==> src/rtl/alu_share_arbiter_if.sv <==
// rtl/alu_share_arbiter_if.sv - requester, shared-ALU and response signals of the ALU share arbiter
interface alu_share_arbiter_if;
  // requester 0: pipeline EX stage
  logic        flush;
  logic        valid0;
  logic [31:0] a0;
  logic [31:0] b0;
  logic [3:0]  op0;
  logic        ready0;
  // requester 1: multi-cycle unit
  logic        valid1;
  logic [31:0] a1;
  logic [31:0] b1;
  logic [3:0]  op1;
  logic        ready1;
  // shared ALU
  logic [31:0] alu_a;
  logic [31:0] alu_b;
  logic [3:0]  alu_op;
  logic        alu_sel;
  logic [31:0] alu_result;
  // responses
  logic        resp_valid0;
  logic        resp_valid1;
  logic [31:0] resp_data;
  logic        busy;

  // requesters and the ALU itself sit on the master side
  modport master (
    output flush, valid0, a0, b0, op0, valid1, a1, b1, op1, alu_result,
    input  ready0, ready1, alu_a, alu_b, alu_op, alu_sel,
    input  resp_valid0, resp_valid1, resp_data, busy
  );

  // the arbiter sits on the slave side
  modport slave (
    input  flush, valid0, a0, b0, op0, valid1, a1, b1, op1, alu_result,
    output ready0, ready1, alu_a, alu_b, alu_op, alu_sel,
    output resp_valid0, resp_valid1, resp_data, busy
  );
endinterface

==> src/rtl/alu_share_arbiter.sv <==
// rtl/alu_share_arbiter.sv - two-requester arbiter with starvation guard in front of a shared ALU
module alu_share_arbiter #(
  parameter int unsigned STARVE_LIMIT = 4
) (
  input  logic                clk,
  input  logic                rst,
  alu_share_arbiter_if.slave  bus
);

  localparam logic [7:0] LIMIT = 8'(STARVE_LIMIT);

  logic [7:0] starve_cnt;
  logic       force1;
  logic       s1_valid;
  logic       s1_kill;

  // requester 0 normally wins; requester 1 is forced through once it has waited LIMIT cycles
  assign force1     = bus.valid1 && (starve_cnt == LIMIT);
  assign bus.ready0 = bus.valid0 && !bus.flush && !force1;
  assign bus.ready1 = bus.valid1 && (force1 || !bus.valid0 || bus.flush);

  // a flush cancels a requester-0 op sitting in stage 1 before it can strobe
  assign s1_kill  = bus.flush && !bus.alu_sel;
  assign bus.busy = s1_valid || bus.resp_valid0 || bus.resp_valid1;

  // count consecutive cycles requester 1 is left waiting, saturating at the limit
  always_ff @(posedge clk or posedge rst) begin
    if (rst) begin
      starve_cnt <= 8'd0;
    end else if (bus.ready1 || !bus.valid1) begin
      starve_cnt <= 8'd0;
    end else if (starve_cnt != LIMIT) begin
      starve_cnt <= starve_cnt + 8'd1;
    end
  end

  // stage 1: capture the winning operands; hold them when nothing is accepted
  always_ff @(posedge clk or posedge rst) begin
    if (rst) begin
      s1_valid    <= 1'b0;
      bus.alu_a   <= 32'd0;
      bus.alu_b   <= 32'd0;
      bus.alu_op  <= 4'd0;
      bus.alu_sel <= 1'b0;
    end else begin
      s1_valid <= bus.ready0 || bus.ready1;
      if (bus.ready0) begin
        bus.alu_a   <= bus.a0;
        bus.alu_b   <= bus.b0;
        bus.alu_op  <= bus.op0;
        bus.alu_sel <= 1'b0;
      end else if (bus.ready1) begin
        bus.alu_a   <= bus.a1;
        bus.alu_b   <= bus.b1;
        bus.alu_op  <= bus.op1;
        bus.alu_sel <= 1'b1;
      end
    end
  end

  // stage 2: register the ALU result and raise a one-cycle strobe to its owner
  always_ff @(posedge clk or posedge rst) begin
    if (rst) begin
      bus.resp_valid0 <= 1'b0;
      bus.resp_valid1 <= 1'b0;
      bus.resp_data   <= 32'd0;
    end else begin
      bus.resp_valid0 <= s1_valid && !bus.alu_sel && !bus.flush;
      bus.resp_valid1 <= s1_valid && bus.alu_sel;
      if (s1_valid && !s1_kill) begin
        bus.resp_data <= bus.alu_result;
      end
    end
  end

endmodule
==> src/flat_wrapper.sv <==
// flat-port wrapper written by rule: the top's interface ports become plain ports
module alu_share_arbiter_flat 
#(
  parameter int unsigned STARVE_LIMIT = 4
)
  (clk, rst, bus_flush, bus_valid0, bus_a0, bus_b0, bus_op0, bus_valid1, bus_a1, bus_b1, bus_op1, bus_alu_result, bus_ready0, bus_ready1, bus_alu_a, bus_alu_b, bus_alu_op, bus_alu_sel, bus_resp_valid0, bus_resp_valid1, bus_resp_data, bus_busy);
  alu_share_arbiter_if bus_i ();
  input  logic clk;
  input  logic rst;
  input wire logic [$bits(bus_i.flush)-1:0] bus_flush;
  input wire logic [$bits(bus_i.valid0)-1:0] bus_valid0;
  input wire logic [$bits(bus_i.a0)-1:0] bus_a0;
  input wire logic [$bits(bus_i.b0)-1:0] bus_b0;
  input wire logic [$bits(bus_i.op0)-1:0] bus_op0;
  input wire logic [$bits(bus_i.valid1)-1:0] bus_valid1;
  input wire logic [$bits(bus_i.a1)-1:0] bus_a1;
  input wire logic [$bits(bus_i.b1)-1:0] bus_b1;
  input wire logic [$bits(bus_i.op1)-1:0] bus_op1;
  input wire logic [$bits(bus_i.alu_result)-1:0] bus_alu_result;
  output wire logic [$bits(bus_i.ready0)-1:0] bus_ready0;
  output wire logic [$bits(bus_i.ready1)-1:0] bus_ready1;
  output wire logic [$bits(bus_i.alu_a)-1:0] bus_alu_a;
  output wire logic [$bits(bus_i.alu_b)-1:0] bus_alu_b;
  output wire logic [$bits(bus_i.alu_op)-1:0] bus_alu_op;
  output wire logic [$bits(bus_i.alu_sel)-1:0] bus_alu_sel;
  output wire logic [$bits(bus_i.resp_valid0)-1:0] bus_resp_valid0;
  output wire logic [$bits(bus_i.resp_valid1)-1:0] bus_resp_valid1;
  output wire logic [$bits(bus_i.resp_data)-1:0] bus_resp_data;
  output wire logic [$bits(bus_i.busy)-1:0] bus_busy;
  assign bus_i.flush = bus_flush;
  assign bus_i.valid0 = bus_valid0;
  assign bus_i.a0 = bus_a0;
  assign bus_i.b0 = bus_b0;
  assign bus_i.op0 = bus_op0;
  assign bus_i.valid1 = bus_valid1;
  assign bus_i.a1 = bus_a1;
  assign bus_i.b1 = bus_b1;
  assign bus_i.op1 = bus_op1;
  assign bus_i.alu_result = bus_alu_result;
  assign bus_ready0 = bus_i.ready0;
  assign bus_ready1 = bus_i.ready1;
  assign bus_alu_a = bus_i.alu_a;
  assign bus_alu_b = bus_i.alu_b;
  assign bus_alu_op = bus_i.alu_op;
  assign bus_alu_sel = bus_i.alu_sel;
  assign bus_resp_valid0 = bus_i.resp_valid0;
  assign bus_resp_valid1 = bus_i.resp_valid1;
  assign bus_resp_data = bus_i.resp_data;
  assign bus_busy = bus_i.busy;
  alu_share_arbiter #(.STARVE_LIMIT(STARVE_LIMIT)) u_core (.clk(clk), .rst(rst), .bus(bus_i));
endmodule
==> config.mk <==
export PLATFORM = sky130hd
export DESIGN_NAME = alu_share_arbiter_flat
export DESIGN_NICKNAME = d
export VERILOG_FILES = /design/src/rtl/alu_share_arbiter_if.sv /design/src/rtl/alu_share_arbiter.sv /design/src/flat_wrapper.sv
export SDC_FILE = /design/constraint.sdc
export NUM_CORES = 1
export LEC_CHECK = 0
export BUFFER_PORTS_ARGS = -buffer_cell sky130_fd_sc_hd__buf_2
export CAP_MARGIN = 20
export CORE_MARGIN = 3
export CORE_UTILIZATION = 48
export DETAILED_ROUTE_END_ITERATION = 10
export HOLD_SLACK_MARGIN = 0.02
export MAX_ROUTING_LAYER = met4
export PLACE_DENSITY = 0.86
export SLEW_MARGIN = 30
export SYNTH_ARGS = -nofsm -noshare
export SYNTH_HDL_FRONTEND = slang
export SYNTH_SLANG_ARGS = --single-unit
==> constraint.sdc <==
create_clock -name clk -period 5.8 [get_ports clk]
set_clock_uncertainty 0.05 [all_clocks]
set_input_delay 1.16 -clock clk [delete_from_list [all_inputs] [get_ports clk]]
set_output_delay 1.16 -clock clk [all_outputs]
set_load 0.03 [all_outputs]
==> flow_metrics.py, run 1 <==
metrics = {
    "die": {
        "fp.dieArea_um2": 11800,
        "fp.dieW_um": 108,
        "die_y_um": 108,
        "pin_count": 279,
        "initial_core_util": 0.504,
        "core_um2": 10000,
        "rows": 36,
    },
    "sta": {
        "final-hold-violation-count": 0,
        "setup_tns_ns": 0,
        "final.min_clock_period_ns": 4.00,
        "worst_slack_ns": 1.80,
        "setup-violations-final": 0,
        "tightestPinTransition_ns": 0.931,
        "slew_viol_final": 0,
        "rsz0062_at_grt": "no",
        "fmax_mhz": 250,
        "relSlewSlack": 0.380,
        "post-route-period-util": 0.689,
    },
    "route": {
        "ant_nets": 0,
        "num_vias": 3750,
        "drtIter0Drc": 105,
        "viasPerCell": 4.97,
        "routedWlPerCell_um": 17.0,
        "drt-total-wl_um": 12800,
        "drc_errors": 0,
        "firstDrtPassIters": 4,
    },
    "global_route": {
        "grt_pass1_vias": 3916,
        "grt_max_degree": 74,
        "gr-total-overflow": 0,
        "grt_pass1_wl_um": 18900,
        "antenna_found_initial": 0,
        "grtUsageTotal": 0.216,
    },
    "clocking": {
        "post_cts_buffers": 0,
        "clk_pin_slew_ns": 0.09,
        "cts-root-buf": "clkbuf_8",
        "numCtsBuffers": 9,
        "clock-sinks": 112,
        "clk_latency_ns": 0.35,
        "hold_buffers": 0,
        "htree_levels": 3,
        "cts.repair.resized": 0,
        "clockBufferDepth": 2,
        "cts_tree": "done",
    },
    "power_and_ir_drop": {
        "p_leak_nw": 3.30,
        "switching_power_mw": 0.622,
        "ir_worst_vdd_uv": 131,
        "combinationalPowerShare": 0.292,
        "pwr-share-clk": 0.219,
        "power.density_nw_per_um2": 278,
        "intPower_mw": 1.25,
        "seqPwrFrac": 0.489,
        "switching_share": 0.332,
    },
    "yosys": {
        "synth_warnings": 0,
        "synth_fa_ha_area_frac": 0.00497,
        "synth_cell_types": 28,
        "synth_xor_area_frac": 0.00522,
        "synthesis.area_um2": 5040,
        "synthSimpleGateAreaFrac": 0.0273,
        "synth_fp_nets": 517,
        "ys_seq_area_frac": 0.557,
        "postSynthCellCount": 342,
        "synth_seq_cells": 112,
        "synth_top_family_by_area": "multiplexers",
        "synth_compound_area_frac": 0.0102,
        "syn_area_per_cell_um2": 14.7,
        "synthMuxAreaShare": 0.376,
    },
    "cells_and_area": {
        "drive_above_1_share": 0.673,
        "area_growth_pct": 33.6,
        "antennaDiodeCount": 0,
        "layout.nets": 793,
        "nFillCells": 770,
    },
    "worst_hold_path": {
        "worstHoldEndpoint": "u_core.bus.resp_data[0]",
        "hp-class": "reg2reg",
        "hold_depth": 1,
        "min_from": "u_core.bus.resp_data[0]",
    },
    "setup_path": {
        "critPathKind": "in2out",
        "cp_common_cell": "buf_2",
        "start_kind": "input pin",
        "cp_data_arrival_time_ns": 2.79,
        "critPathMaxFanout": 40,
        "slowest_stage": "or4b_1",
        "r2r-end": "u_core.bus.alu_a[30]",
        "cpPeakStageDelay_ns": 0.51,
        "regToRegSetupSlack_ns": 3.55,
        "worst_r2r_path_depth": 4,
        "cp-end-kind": "primary output",
        "worstReg2RegStart": "u_core.starve_cnt[4]",
        "crit_required_ns": 4.59,
        "cp_cell_sequence": "buf_2 -> or4b_1 -> o21ai_4 -> buf_4 -> and2_1 -> buf_2",
    },
    "placed_design": {
        "place_ws_ns": 1.79,
        "place_congestion": 0.765,
        "io_buffers": 278,
        "post-dp-hpwl_um": 10100,
    },
    "run_status": {
        "status": "complete, no violations",
    },
    "run": {
        "max_cap_violations": 0,
    },
}
[cell families after synthesis]
kind of cell / Yosys count
flip-flops: 112
buffers and inverters: 24
AND/OR/NAND/NOR: 24
AO/OA/AOI/OAI: 9
adder cells (fa/ha/maj): 2
XOR/XNOR: 3
multiplexers: 168
[registers in the layout, indices dropped and copies added, names as in the netlist]
name / flops
u_core.bus.alu_sel: 1
u_core.bus.alu_op: 4
u_core.bus.resp_valid0: 1
u_core.starve_cnt: 8
u_core.bus.resp_data: 32
u_core.bus.alu_a: 32
u_core.bus.alu_b: 32
u_core.bus.resp_valid1: 1
u_core.s1_valid: 1
[power by group through the flow]
stage	Clock, mW	Sequential [mW]	Combinational, mW
3_3_place_gp	0	0.926	0.540
2_1_floorplan	0	1.12	0.173
5_1_grt	0.451	0.929	0.584
6_report	0.410	0.916	0.547
4_1_cts	0.419	0.917	0.555
3_5_place_dp	0	0.933	0.554
[layout make-up]
type | count | area [um^2] | area share
clock buffers | 10 | 138 | 0.0205
clock inverters | 4 | 22.5 | 0.00335
inverters | 6 | 25.0 | 0.00372
multi-input cells | 206 | 2140 | 0.319
flip-flops and latches | 112 | 2800 | 0.417
well taps | 133 | 166 | 0.0247
repair buffers | 283 | 1430 | 0.212
[worst max path at each step]
stage,start,to
2_1_floorplan,rst,u_core.bus.alu_a[0]
3_3_place_gp,bus_valid1,bus_ready1
3_5_place_dp,bus_valid1,bus_ready1
4_1_cts,bus_valid1,bus_ready1
5_1_grt,bus_valid1,bus_ready1
6_report,bus_valid1,bus_ready1
[stage by stage]
stage	std cells	hold WS [ns]	power (mW)	instance area, um^2	util
after detailed placement	740	0.429	1.49	6570	0.657
after global routing	754	0.460	1.96	6730	0.673
after global placement	740	0.418	1.47	6570	0.657
final	754	0.447	1.87	6730	0.673
after floorplan	342	0.431	1.29	5040	-
after CTS	754	0.451	1.89	6730	0.673
[layer usage]
metal  routed length [um]  global-route usage  vias up
met5                    0                   -        -
met2                 6650               0.371      178
met3                 1040              0.0484       21
met1                 4900               0.247     1781
met4                  254              0.0794        0
li1                     -                   -     1770
[cells in the mapped netlist, drive strengths merged]
master	number	share of area
a21oi	3	0.0030
and2	2	0.0025
and3	1	0.0012
buf	7	0.0075
clkbuf	11	0.0082
dfrtp	112	0.56
ha	2	0.0050
inv	6	0.0045
mux2	168	0.38
nand2	1	0.00074
nand3	4	0.0040
nand4	1	0.0012
nand4bb	1	0.0022
nor2	6	0.0045
nor2b	1	0.0012
nor3b	1	0.0015
o211ai	1	0.0015
o21ai	5	0.0057
or2	1	0.0012
or3	4	0.0050
or4b	1	0.0020
xnor2	1	0.0017
xor2	2	0.0035
[cells in the final DEF, fill, tap and decap left out, drive strengths merged, types with 4 or more instances in the layout]
master | synthesis | final
inv | 6 | 6
mux2 | 168 | 168
buf | 7 | 283
nand3 | 4 | 4
nor2 | 6 | 6
clkbuf | 11 | 10
o21ai | 5 | 5
dfrtp | 112 | 112
or3 | 4 | 4
[worst max-delay path: cells and delay by family]
| family | cells | cell delay (ns) |
|---|---|---|
| buf+inv | 3 | 0.73 |
| simple gates | 2 | 0.70 |
| compound gates | 1 | 0.19 |
No activity file was read; power rests on OpenSTA's default activity.
==> run 2, diff against run 1 <==
CORE_UTILIZATION = 45   (was 48)
PLACE_DENSITY = 0.81   (was 0.86)
clock period = 3.71 ns   (was 5.8 ns; I/O delays follow)
==> run 2 against run 1 <==
Net effect:
- combinational power up 57%
- total power up 62%
- setup slack worse by 0.85 ns
- register-to-register slack worse by 2.2 ns
==> flow_metrics.py, run 2 (synthesis gave the netlist of run 1 again) <==
metrics = {
    "run_status": {
        "status": "complete, no violations",
    },
    "clocking": {
        "cts_tree": "done",
        "clk_pin_slew_ns": 0.11,
        "clock-sinks": 112,
        "hold_buffers": 0,
        "htree_levels": 3,
        "post_cts_buffers": 0,
        "clockBufferDepth": 2,
        "numCtsBuffers": 9,
        "cts.repair.resized": 0,
        "cts-root-buf": "clkbuf_8",
        "clk_latency_ns": 0.37,
    },
    "route": {
        "num_vias": 3804,
        "drt-total-wl_um": 12800,
        "drc_errors": 0,
        "firstDrtPassIters": 4,
        "ant_nets": 0,
        "viasPerCell": 5.00,
        "routedWlPerCell_um": 16.8,
        "drtIter0Drc": 118,
    },
    "cells_and_area": {
        "layout.nets": 794,
        "area_growth_pct": 35.2,
        "stdcell_count": 761,
        "drive_above_1_share": 0.675,
        "finalInstanceArea_um2": 6810,
        "layout_common_cells": "buf_2 (278), mux2_2 (117), dfrtp_1 (112)",
        "final_common_cell": "buf_2",
        "reg_top3": "u_core.bus.alu_a: 32 flops, u_core.bus.alu_b: 32 flops, u_core.bus.resp_data: 32 flops",
    },
    "die": {
        "die_y_um": 112,
        "fp.dieW_um": 112,
        "initial_core_util": 0.475,
        "pin_count": 279,
        "fp.dieArea_um2": 12500,
        "core_um2": 10600,
        "rows": 37,
    },
    "power_and_ir_drop": {
        "total_power_mw": 3.04,
        "p_leak_nw": 3.32,
        "ir_worst_vdd_uv": 277,
        "power.density_nw_per_um2": 447,
    },
    "setup_path": {
        "cp_cell_sequence": "or4b_1 -> o21ai_4 -> and2_1 -> buf_2",
        "slowest_stage": "or4b_1",
        "crit_required_ns": 2.92,
        "critPathMaxFanout": 5,
        "critPathKind": "reg2out",
        "start_kind": "flop",
        "cpPeakStageDelay_ns": 0.60,
        "cp_data_arrival_time_ns": 1.97,
        "cp-end-kind": "primary output",
    },
    "sta": {
        "setup-violations-final": 0,
        "rsz0062_at_grt": "no",
        "final.min_clock_period_ns": 2.76,
        "setup_tns_ns": 0,
        "post-route-period-util": 0.744,
        "slew_viol_final": 0,
        "final-hold-violation-count": 0,
        "tightestPinTransition_ns": 0.915,
        "relSlewSlack": 0.390,
        "fmax_mhz": 362,
    },
    "global_route": {
        "grt_pass1_wl_um": 20300,
        "gr-total-overflow": 0,
        "grt_max_degree": 74,
        "antenna_found_initial": 1,
        "grtUsageTotal": 0.210,
        "grt_pass1_vias": 4254,
    },
    "placed_design": {
        "placed_area_um2": 6600,
        "place_congestion": 0.846,
        "io_buffers": 278,
        "post-dp-hpwl_um": 10200,
        "dpl.cell_count": 744,
    },
    "run": {
        "max_cap_violations": 0,
    },
    "worst_hold_path": {
        "hp-class": "in2async",
    },
}
## run 2: changes by cell type in the layout (fill, tap and decap cells not counted), moves of 2 or more
cell        previous run  this run
buf_12                 0         2
clkinvlp_4             1         3
clkinv_2               3         0
inv_6                  0         2
clkinv_4               0         2
## run 2: worst paths after layout
check	to	slack [ns]	depth (start not counted)	start
worst max register to register	u_core.bus.alu_b[5]	1.39	4	u_core.starve_cnt[4]
max in group asynchronous	u_core.bus.alu_b[18]	2.49	3	rst
worst max-delay path	bus_ready1	0.95	4	u_core.starve_cnt[4]
worst min register to register	u_core.bus.resp_data[20]	0.45	1	u_core.bus.resp_data[20]
min in group clk	u_core.bus.resp_data[20]	0.45	1	u_core.bus.resp_data[20]
worst min-delay path	u_core.bus.alu_b[22]	0.42	2	rst
## run 2: routing by layer
| layer | global-route usage | part of all wire | vias up | wire length [um] |
|---|---|---|---|---|
| met4 | 0.0803 | 0.023 | 0 | 293 |
| met1 | 0.227 | 0.38 | 1816 | 4820 |
| met2 | 0.374 | 0.52 | 185 | 6730 |
| li1 | - | - | 1777 | - |
| met3 | 0.0489 | 0.077 | 26 | 983 |
| met5 | - | 0 | - | 0 |
## run 2: layout make-up
class,count,area (um^2)
diodes,1,2.50
clock buffers,9,124
clock inverters,7,80.1
fillers,824,3790
inverters,6,26.3
multi-input cells,206,2140
flip-flops and latches,112,2800
well taps,136,170
repair buffers,284,1460
## run 2: critical path: cells and delay by family (launching register included)
kind | cells | cell delay (ns)
and+or+nand+nor | 2 | 0.74
AOI/OAI and AO/OA | 1 | 0.24
DFF | 1 | 0.42
buffers and inverters | 1 | 0.19
## run 2: metrics by stage
| stage | util | hold WS [ns] | worst slack [ns] |
|---|---|---|---|
| after global routing | 0.642 | 0.461 | 0.847 |
| after floorplan | - | 0.431 | 0.982 |
| after global placement | 0.623 | 0.418 | 0.944 |
| after detailed placement | 0.623 | 0.426 | 0.934 |
| after CTS | 0.642 | 0.439 | 0.914 |
| final | 0.642 | 0.425 | 0.950 |
## run 2: report_power, final
group	total [mW]	leakage [nW]	switching, mW	internal, mW
sequential	1.43	1.33	0.0718	1.36
clock	0.753	0.0964	0.433	0.320
combinational	0.858	1.89	0.512	0.345
total	3.04	3.32	1.02	2.03
==> run 3, diff against run 2 <==
clock period = 2.8 ns   (was 3.71 ns; I/O delays follow)
==> run 3 against run 2 <==
Net effect:
- worst hold slack worse by 0.10 ns
- clock power rose by 32%
- via count decreased by 0.66%
- first-iteration DRC count is 9.3% lower
- non-clock buffer count up 1
- sequential power is 33% higher
- critical path type unchanged
- largest cell class unchanged
==> flow_metrics.py, run 3 (synthesis gave the netlist of run 1 again) <==
metrics = {
    "power_and_ir_drop": {
        "power.density_nw_per_um2": 590,
        "switching_power_mw": 1.30,
        "intPower_mw": 2.72,
        "p_leak_nw": 3.33,
        "seqPwrFrac": 0.472,
        "combinationalPowerShare": 0.281,
        "pwr-share-clk": 0.247,
        "total_power_mw": 4.03,
        "switching_share": 0.324,
        "ir_worst_vdd_uv": 309,
    },
    "die": {
        "rows": 37,
        "fp.dieW_um": 112,
        "core_um2": 10600,
        "fp.dieArea_um2": 12500,
        "initial_core_util": 0.475,
        "die_y_um": 112,
        "pin_count": 279,
    },
    "setup_path": {
        "critPathKind": "reg2out",
        "slowest_stage": "or4b_1",
        "start_kind": "flop",
        "cp_cell_sequence": "or4b_1 -> o21ai_4 -> and2_1 -> buf_2",
        "cp_data_arrival_time_ns": 1.99,
        "cp-end-kind": "primary output",
        "critPathMaxFanout": 4,
        "crit_required_ns": 2.19,
        "cpPeakStageDelay_ns": 0.61,
    },
    "clocking": {
        "htree_levels": 3,
        "cts_tree": "done",
        "cts.repair.resized": 0,
        "cts-root-buf": "clkbuf_8",
        "clockBufferDepth": 2,
        "clk_latency_ns": 0.37,
        "numCtsBuffers": 9,
        "clock-sinks": 112,
        "clk_pin_slew_ns": 0.10,
        "post_cts_buffers": 0,
        "hold_buffers": 0,
    },
    "sta": {
        "rsz0062_at_grt": "no",
        "post-route-period-util": 0.930,
        "relSlewSlack": 0.480,
        "setup_tns_ns": 0,
        "fmax_mhz": 384,
        "setup-violations-final": 0,
        "final-hold-violation-count": 0,
        "worst_slack_ns": 0.196,
        "slew_viol_final": 0,
        "final.min_clock_period_ns": 2.60,
        "tightestPinTransition_ns": 0.779,
    },
    "global_route": {
        "grtUsageTotal": 0.211,
        "gr-total-overflow": 0,
        "grt_max_degree": 65,
        "antenna_found_initial": 1,
        "grt_pass1_vias": 4303,
        "grt_pass1_wl_um": 20400,
    },
    "route": {
        "drtIter0Drc": 107,
        "firstDrtPassIters": 4,
        "viasPerCell": 4.96,
        "routedWlPerCell_um": 16.6,
        "num_vias": 3779,
        "drt-total-wl_um": 12600,
        "drc_errors": 0,
        "ant_nets": 0,
    },
    "cells_and_area": {
        "layout_common_cells": "buf_2 (278), mux2_2 (117), dfrtp_1 (112)",
        "layout.nets": 795,
        "final_common_cell": "buf_2",
        "reg_top3": "u_core.bus.alu_a: 32 flops, u_core.bus.alu_b: 32 flops, u_core.bus.resp_data: 32 flops",
        "finalInstanceArea_um2": 6820,
        "area_growth_pct": 35.4,
        "drive_above_1_share": 0.675,
        "stdcell_count": 762,
    },
    "placed_design": {
        "place_congestion": 0.861,
        "post-dp-hpwl_um": 10100,
        "io_buffers": 278,
        "place_ws_ns": 0.374,
        "dpl.cell_count": 745,
        "placed_area_um2": 6610,
    },
    "run_status": {
        "status": "complete, no violations",
    },
    "run": {
        "max_cap_violations": 0,
    },
    "worst_hold_path": {
        "hp-class": "in2async",
    },
}
[run 3: cell count changes in the layout (fill, tap and decap cells not counted), sizes merged]
cell and delta:
buf +1, clkbuf +2, inv -2
[run 3: through the flow]
| stage | utilization | hold slack, ns |
|---|---|---|
| floorplan | - | 0.431 |
| global placement | 0.624 | 0.418 |
| detailed placement | 0.624 | 0.427 |
| CTS | 0.643 | 0.310 |
| global route | 0.643 | 0.310 |
| finish | 0.643 | 0.324 |
[run 3: path summary, 6_finish.rpt]
kind,to,from,slack (ns),depth (start not counted)
max,bus_ready1,u_core.starve_cnt[4],0.20,4
min,u_core.bus.alu_b[26],rst,0.32,3
max reg2reg,u_core.bus.alu_b[8],u_core.starve_cnt[4],0.56,4
min reg2reg,u_core.bus.resp_data[27],u_core.bus.resp_data[27],0.44,1
max in group asynchronous,u_core.bus.alu_a[8],rst,1.79,3
min in group clk,u_core.bus.resp_valid0,bus_flush,0.33,2
[run 3: area by class of cell]
class	instances	area, um^2
clock inverter	5	55.1
multi-input combinational	206	2140
antenna	1	2.50
tap	136	170
timing repair buffer	285	1470
inverter	6	26.3
fill	844	3780
sequential	112	2800
clock buffer	11	151
[run 3: layer usage]
metal,part of all wire,track usage,vias to the layer above
li1,-,-,1773
met1,0.37,0.223,1802
met2,0.53,0.374,187
met3,0.083,0.0565,17
met4,0.017,0.0803,0
met5,0,-,-
[run 3: critical path: cells and delay by family (launching register included)]
family / cells / cell delay (ns)
buf+inv: 1 / 0.19
flops: 1 / 0.43
compound gates: 1 / 0.25
simple gates: 2 / 0.76
[run 3: power by group through the flow]
stage | logic [mW] | registers (mW) | clock network, mW
2_1_floorplan | 0.358 | 2.31 | 0
3_3_place_gp | 1.13 | 1.92 | 0
3_5_place_dp | 1.15 | 1.93 | 0
4_1_cts | 1.15 | 1.90 | 1.03
5_1_grt | 1.21 | 1.93 | 1.10
6_report | 1.13 | 1.90 | 0.995
